===== src/rtl/lfsr_stream.sv =====
// Galois right-shift LFSR stream generator: STEPS steps per word on a valid/ready stream,
// with seed load, zero-seed substitution, accepted-word counter and period-wrap pulse.
module lfsr_stream #(
  parameter int               WIDTH        = 16,
  parameter int               STEPS        = 1,
  parameter logic [WIDTH-1:0] SEED_DEFAULT = WIDTH'(1)
) (
  input  logic             clk,
  input  logic             rst,
  input  logic             enable,
  input  logic             load,
  input  logic [WIDTH-1:0] seed_in,
  output logic [STEPS-1:0] out_data,
  output logic             out_valid,
  input  logic             out_ready,
  output logic [31:0]      word_count,
  output logic             wrap_pulse,
  output logic             seed_err,
  output logic [WIDTH-1:0] state_out
);

  if (WIDTH < 3 || WIDTH > 64) begin : g_bad_width
    $error("lfsr_stream: WIDTH=%0d outside 3..64", WIDTH);
  end
  if (STEPS < 1 || STEPS > WIDTH) begin : g_bad_steps
    $error("lfsr_stream: STEPS=%0d outside 1..WIDTH", STEPS);
  end

  function automatic logic [63:0] t_bit(input int t);
    return 64'd1 << (t - 1);
  endfunction

  // XAPP052 maximal-length tap sets, tap n mapped to state bit n-1
  function automatic logic [63:0] tap_mask(input int w);
    logic [63:0] m;
    m = '0;
    case (w)
      3:  m = t_bit(3)  | t_bit(2);
      4:  m = t_bit(4)  | t_bit(3);
      5:  m = t_bit(5)  | t_bit(3);
      6:  m = t_bit(6)  | t_bit(5);
      7:  m = t_bit(7)  | t_bit(6);
      8:  m = t_bit(8)  | t_bit(6)  | t_bit(5)  | t_bit(4);
      9:  m = t_bit(9)  | t_bit(5);
      10: m = t_bit(10) | t_bit(7);
      11: m = t_bit(11) | t_bit(9);
      12: m = t_bit(12) | t_bit(6)  | t_bit(4)  | t_bit(1);
      13: m = t_bit(13) | t_bit(4)  | t_bit(3)  | t_bit(1);
      14: m = t_bit(14) | t_bit(5)  | t_bit(3)  | t_bit(1);
      15: m = t_bit(15) | t_bit(14);
      16: m = t_bit(16) | t_bit(15) | t_bit(13) | t_bit(4);
      17: m = t_bit(17) | t_bit(14);
      18: m = t_bit(18) | t_bit(11);
      19: m = t_bit(19) | t_bit(6)  | t_bit(2)  | t_bit(1);
      20: m = t_bit(20) | t_bit(17);
      21: m = t_bit(21) | t_bit(19);
      22: m = t_bit(22) | t_bit(21);
      23: m = t_bit(23) | t_bit(18);
      24: m = t_bit(24) | t_bit(23) | t_bit(22) | t_bit(17);
      25: m = t_bit(25) | t_bit(22);
      26: m = t_bit(26) | t_bit(6)  | t_bit(2)  | t_bit(1);
      27: m = t_bit(27) | t_bit(5)  | t_bit(2)  | t_bit(1);
      28: m = t_bit(28) | t_bit(25);
      29: m = t_bit(29) | t_bit(27);
      30: m = t_bit(30) | t_bit(6)  | t_bit(4)  | t_bit(1);
      31: m = t_bit(31) | t_bit(28);
      32: m = t_bit(32) | t_bit(22) | t_bit(2)  | t_bit(1);
      33: m = t_bit(33) | t_bit(20);
      34: m = t_bit(34) | t_bit(27) | t_bit(2)  | t_bit(1);
      35: m = t_bit(35) | t_bit(33);
      36: m = t_bit(36) | t_bit(25);
      37: m = t_bit(37) | t_bit(5)  | t_bit(4)  | t_bit(3) | t_bit(2) | t_bit(1);
      38: m = t_bit(38) | t_bit(6)  | t_bit(5)  | t_bit(1);
      39: m = t_bit(39) | t_bit(35);
      40: m = t_bit(40) | t_bit(38) | t_bit(21) | t_bit(19);
      41: m = t_bit(41) | t_bit(38);
      42: m = t_bit(42) | t_bit(41) | t_bit(20) | t_bit(19);
      43: m = t_bit(43) | t_bit(42) | t_bit(38) | t_bit(37);
      44: m = t_bit(44) | t_bit(43) | t_bit(18) | t_bit(17);
      45: m = t_bit(45) | t_bit(44) | t_bit(42) | t_bit(41);
      46: m = t_bit(46) | t_bit(45) | t_bit(26) | t_bit(25);
      47: m = t_bit(47) | t_bit(42);
      48: m = t_bit(48) | t_bit(47) | t_bit(21) | t_bit(20);
      49: m = t_bit(49) | t_bit(40);
      50: m = t_bit(50) | t_bit(49) | t_bit(24) | t_bit(23);
      51: m = t_bit(51) | t_bit(50) | t_bit(36) | t_bit(35);
      52: m = t_bit(52) | t_bit(49);
      53: m = t_bit(53) | t_bit(52) | t_bit(38) | t_bit(37);
      54: m = t_bit(54) | t_bit(53) | t_bit(18) | t_bit(17);
      55: m = t_bit(55) | t_bit(31);
      56: m = t_bit(56) | t_bit(55) | t_bit(35) | t_bit(34);
      57: m = t_bit(57) | t_bit(50);
      58: m = t_bit(58) | t_bit(39);
      59: m = t_bit(59) | t_bit(58) | t_bit(38) | t_bit(37);
      60: m = t_bit(60) | t_bit(59);
      61: m = t_bit(61) | t_bit(60) | t_bit(46) | t_bit(45);
      62: m = t_bit(62) | t_bit(61) | t_bit(6)  | t_bit(5);
      63: m = t_bit(63) | t_bit(62);
      64: m = t_bit(64) | t_bit(63) | t_bit(61) | t_bit(60);
      default: m = '0;
    endcase
    return m;
  endfunction

  localparam logic [WIDTH-1:0] TAP       = WIDTH'(tap_mask(WIDTH));
  localparam logic [WIDTH-1:0] SEED_INIT = (SEED_DEFAULT == '0) ? WIDTH'(1) : SEED_DEFAULT;
  localparam logic             SEED_ZERO = (SEED_DEFAULT == '0);

  typedef enum logic {S_IDLE = 1'b0, S_FULL = 1'b1} fsm_t;

  fsm_t             r_fsm;
  logic [WIDTH-1:0] r_state;
  logic [WIDTH-1:0] r_seed;
  logic [STEPS-1:0] r_data;
  logic [31:0]      r_count;
  logic             r_wrap;
  logic             r_seed_err;

  logic [WIDTH-1:0] w_nxt;
  logic [STEPS-1:0] w_bits;
  logic [WIDTH-1:0] w_seed_sub;
  logic             w_accept;
  logic             w_fill;

  // Unrolled STEPS-step advance; each step's shifted-out LSB becomes one output bit
  always_comb begin
    w_nxt  = r_state;
    w_bits = '0;
    for (int i = 0; i < STEPS; i++) begin
      w_bits[i] = w_nxt[0];
      w_nxt     = (w_nxt >> 1) ^ (w_nxt[0] ? TAP : '0);
    end
  end

  assign w_seed_sub = (seed_in == '0) ? WIDTH'(1) : seed_in;
  assign w_accept   = (r_fsm == S_FULL) && out_ready;
  assign w_fill     = enable && ((r_fsm == S_IDLE) || out_ready) && !load;

  always_ff @(posedge clk or posedge rst) begin
    if (rst) begin
      r_fsm      <= S_IDLE;
      r_state    <= SEED_INIT;
      r_seed     <= SEED_INIT;
      r_data     <= '0;
      r_count    <= '0;
      r_wrap     <= 1'b0;
      r_seed_err <= SEED_ZERO;
    end else if (load) begin
      // Load wins over fill and accept; a pending word is dropped uncounted
      r_fsm      <= S_IDLE;
      r_state    <= w_seed_sub;
      r_seed     <= w_seed_sub;
      r_count    <= '0;
      r_wrap     <= 1'b0;
      r_seed_err <= (seed_in == '0);
    end else begin
      if (w_accept) begin
        r_count <= r_count + 32'd1;
      end
      if (w_fill) begin
        r_fsm   <= S_FULL;
        r_data  <= w_bits;
        r_state <= w_nxt;
        r_wrap  <= (w_nxt == r_seed);
      end else begin
        r_wrap <= 1'b0;
        if (w_accept) begin
          r_fsm <= S_IDLE;
        end
      end
    end
  end

  assign out_data   = r_data;
  assign out_valid  = (r_fsm == S_FULL);
  assign word_count = r_count;
  assign wrap_pulse = r_wrap;
  assign seed_err   = r_seed_err;
  assign state_out  = r_state;

endmodule


===== config.mk =====
export PLATFORM = sky130hd
export DESIGN_NAME = lfsr_stream
export DESIGN_NICKNAME = d
export VERILOG_FILES = /design/src/rtl/lfsr_stream.sv
export SDC_FILE = /design/constraint.sdc
export NUM_CORES = 1
export LEC_CHECK = 0
export BUFFER_PORTS_ARGS = -buffer_cell sky130_fd_sc_hd__buf_2
export CELL_PAD_IN_SITES_DETAIL_PLACEMENT = 1
export CELL_PAD_IN_SITES_GLOBAL_PLACEMENT = 1
export CORE_MARGIN = 3
export CORE_UTILIZATION = 25
export DETAILED_ROUTE_END_ITERATION = 12
export GPL_TIMING_DRIVEN = 0
export PLACE_DENSITY_LB_ADDON = 0.1
export REMOVE_ABC_BUFFERS = 1
export SLEW_MARGIN = 20
export SYNTH_ARGS = -nofsm -noshare
export SYNTH_HDL_FRONTEND = slang
export SYNTH_SLANG_ARGS = --single-unit
export TNS_END_PERCENT = 30

===== constraint.sdc =====
create_clock -name clk -period 5 [get_ports clk]
set_clock_uncertainty 0.1 [all_clocks]
set_input_delay 0.75 -clock clk [delete_from_list [all_inputs] [get_ports clk]]
set_output_delay 0.75 -clock clk [all_outputs]
set_load 0.02 [all_outputs]

Yosys cells after proc, flatten, opt, wreduce, memory -nomap -nowiden --
Index checks and enable logic that the tools add are counted.
Cells by class: add/subtract/negate cells 1, equal/unequal tests 1, mux-type cells 11, bitwise gates (word level) 3, reduce and logical (&&, ||, !) cells 10
Operators with widths (number):
- $mux W16 | 4
- $mux W32 | 2
- $add A32 B1 Y32 const B | 1
- $eq A16 B16 Y1 | 1
- $logic_not A16 Y1 | 1
- $xor A15 B16 Y16 | 1
- $mux W1 | 5
- $reduce_bool A2 Y1 | 2
- $logic_and A1 B1 Y1 | 3
- $reduce_bool A3 Y1 | 1
- $not A1 Y1 | 2
- $reduce_and A2 Y1 | 1
- $logic_not A1 Y1 | 1
- $logic_or A1 B1 Y1 | 1
Word-level totals: flip-flop bits (word level) 68, input port bits 21, output and inout bits 52, word-level logic and storage cells 33

Depth between registers and ports, before layout --
word-level depth 6, depth in mapped cells 7

Worst setup path after synthesis --
Ideal clock, no wire load.
kind in2reg, from in out_ready, to reg r_count[23], in the netlist word_count[23], library setup time 0.078 ns, arrival 2.200 ns, required time 4.822 ns, path slack 2.622 ns, cell stages on the path 6, path buffers 2, path through nand2_1 -> or4_4 -> buf_6 -> buf_6 -> or4_1 -> a21oi_1
Between the ends: longest elaborated chain between the ends 2
Ends and longest elaborated chain:
- start: declaration | line 15 | input logic out_ready,
- $logic_and A1 B1 Y1 | line 136 | assign w_accept = (r_fsm == S_FULL) && out_ready;
- $reduce_bool A2 Y1 (no source line)
- end signal: assignment | line 158 | r_count <= r_count + 32'd1;
- end: declaration | line 115 | logic [31:0] r_count;
No other way between the ends. A chain may end at the register's enable or synchronous reset.

Worst setup path after layout --
from in load, to reg r_wrap, in the netlist wrap_pulse
Between the ends: longest elaborated chain between the ends 4
Ends and longest elaborated chain:
- start: declaration | line 11 | input logic load,
- $logic_not A1 Y1 | line 137 | assign w_fill = enable && ((r_fsm == S_IDLE) || out_ready) && !load;
- $logic_and A1 B1 Y1 | line 137
- $mux W1 | line 160 | if (w_fill) begin
- $mux W1 (*) | line 148 | end else if (load) begin
- end signal: assignment | line 164 | r_wrap <= (w_nxt == r_seed);
- end: declaration | line 116 | logic r_wrap;
Mark *: on every way between the ends. The rest lies on a longest branch, timed or not.

==> flow_metrics.tcl <==
set metrics [dict create \
    period_needed_ps 2600 \
    setup_viol 0 \
    cts_buffer_depth 2 \
    cp-end-kind "flip-flop" \
    place_congestion 0.707 \
    routed-via-count 2862 \
    yosysUniqueCellTypes 41 \
    nNetsFinal 431 \
    drt-vias-per-instance 4.89 \
    power.leakage_nw 1.89 \
    io_buffers 72 \
    power_density_nw_per_um2 327 \
    status "completed" \
    final_cell_mix "71 x buf_2, 66 x dfrtp_1, 40 x nand2_1" \
    max_freq_mhz 385 \
    dieHeight_um 121 \
    initial_core_util_pct 25.9 \
    postCtsSetupBuffers 0 \
    mostFrequentLayoutCell "buf_2" \
    crit_path_max_fanout 57 \
    wl_um 9970 \
    grt_pass1_wl_um 16500 \
    post_cts_resized 0 \
    rrSetupSlack_ps 2480 \
    post_route_cells_drive_above_1_share_pct 24.0 \
    cts_tree "done" \
    wire_per_inst_um 17.0 \
    hp-class "primary input to async pin" \
    track_usage_pct 14.5 \
    fillers 1515 \
    postPlaceCellArea_um2 3860 \
    postCtsHoldBufs 0 \
    required_ps 5090 \
    drv_cap 0 \
    syn_area_um2 3320 \
    rsz0062_at_grt "false" \
    hpwl_um 6760 \
    crit_arrival_ps 2690 \
    grt_pass1_vias 2982 \
    hold_violations 0 \
    cts_sinks 68 \
    syn_area_per_cell_um2 9.76 \
    seq_area_frac_synth_pct 51.3 \
    clock_latency_ps 340 \
    relSlewSlack_pct 50.2 \
    period_share_pct 52.0 \
    cp-start-kind "primary input" \
    dr.pass1.iters 4 \
    path_class "primary input to flip-flop" \
    ys_ff_latch 68 \
    drc 0 \
    tightestPinTransition_ps 746 \
    vdd_drop_max_uv 144 \
    grt-ovfl-total 0 \
    setup-tns-final_ps 0 \
    num_rows 41 \
    fp.coreArea_um2 12800 \
    grt_start_max_net_pins 58 \
    syn_to_final_growth_pct 24.3 \
    n_antenna_cell 0 \
    netlist_instances 340 \
    utilization_pct 32.2 \
    cts.clk_slew.worst_paths_ps 60 \
    cts_root_buf "clkbuf_16" \
    yosysWarnings 0 \
    num_io_pins 73 \
    htreeDepth 3 \
    die_area_um2 14700 \
    drt_iter0_drc 135 \
    slew_violations 0 \
    final_antenna_net_count 0 \
    die_x_um 121 \
    fin_area_um2 4130 \
    cts_made_buffers 9 \
    antenna_found_initial 0 \
]
[per-layer routing]
metal  track usage [%]  part of all wire [%]  wire length (um)
met1              20.5                    50              5020
met2              21.2                    44              4340
met3              3.92                   4.6               455
met4              5.46                   1.6               159
met5                 0                     0                 0
[sequential cells by signal (all words and copies together) (netlist names)]
signal	cells
word_count	32
state_out	16
r_seed	16
seed_err	1
wrap_pulse	1
out_valid	1
out_data	1
[power by group]
part	internal [mW]	switching (mW)
Combinational	0.0566	0.0976
Clock	0.344	0.238
Sequential	0.582	0.0330
Total	0.982	0.369
[cell families after synthesis]
family	share of synthesized area, %
simple gates	20.2
compound gates	15.3
flops	51.3
buf+inv	4.82
xor+xnor	7.65
mux	0.339
fa+ha+maj	0.377
[Yosys cell counts]
master     instances  area, um^2
a21o_1             1        7.51
xnor2_1           11        96.3
a41oi_1            2        17.5
nor4_1             7        43.8
a31oi_1            1        6.26
buf_1              1        3.75
nand2b_1           1        6.26
nor3b_1            1        7.51
o211ai_1           2        15.0
a221o_1            1        10.0
dfrtp_1           66        1650
dfstp_2            2        52.6
and4_1             6        52.6
a22o_1             2        17.5
nor2_1            15        56.3
nor2b_1            1        6.26
buf_6              2        22.5
o21ai_0           18        90.1
nand4_2            2        25.0
or2_2              3        18.8
nor3_1             1        5.00
o31ai_1           16         120
nand2_1           40         150
a22oi_1           12        90.1
a2111oi_0          1        8.76
nand4_1            9        56.3
ha_1               1        12.5
xor2_1            18         158
and2_1             2        12.5
or4_1             14         105
a222oi_1           1        10.0
inv_1             22        82.6
nand3_1           12        60.1
and3_1             1        6.26
a21oi_1           23         115
mux2_2             1        11.3
or4_4              1        11.3
clkbuf_1          11        41.3
buf_2              2        10.0
or3_1              6        37.5
nand4b_1           1        8.76
[per-stage QoR]
step | total power, mW | hold WS [ps] | worst slack (ps) | instances
finish | 1.35 | 329 | 2400 | 585
global route | 1.42 | 380 | 2120 | 585
CTS | 1.38 | 345 | 2270 | 585
detailed placement | 0.782 | 382 | 1910 | 570
global placement | 0.777 | 376 | 1200 | 568
floorplan | 0.708 | 398 | 2440 | 324
[final timing paths]
path	startpoint	endpoint	depth (start not counted)
max	load	wrap_pulse	5
min	rst	word_count[30]	2
max reg2reg	word_count[1]	word_count[18]	5
min reg2reg	seed_err	seed_err	2
max in group asynchronous	rst	state_out[0]	3
min in group clk	seed_err	seed_err	2
[final cells by class]
| cell class | count | area [um^2] | share of cell area [%] |
|---|---|---|---|
| sequential | 68 | 1700 | 41.3 |
| timing repair buffer | 74 | 394 | 9.55 |
| multi-input combinational | 234 | 1470 | 35.5 |
| tap | 172 | 215 | 5.22 |
| clock buffer | 12 | 246 | 5.97 |
| inverter | 22 | 85.1 | 2.06 |
| clock inverter | 3 | 15.0 | 0.364 |
[critical path: stages]
cell and delay, ps:
buf_4 300, inv_1 330, and3_1 700, nand4_1 190, a2111oi_0 390
Note: power is estimated with default switching activity, not from simulation.
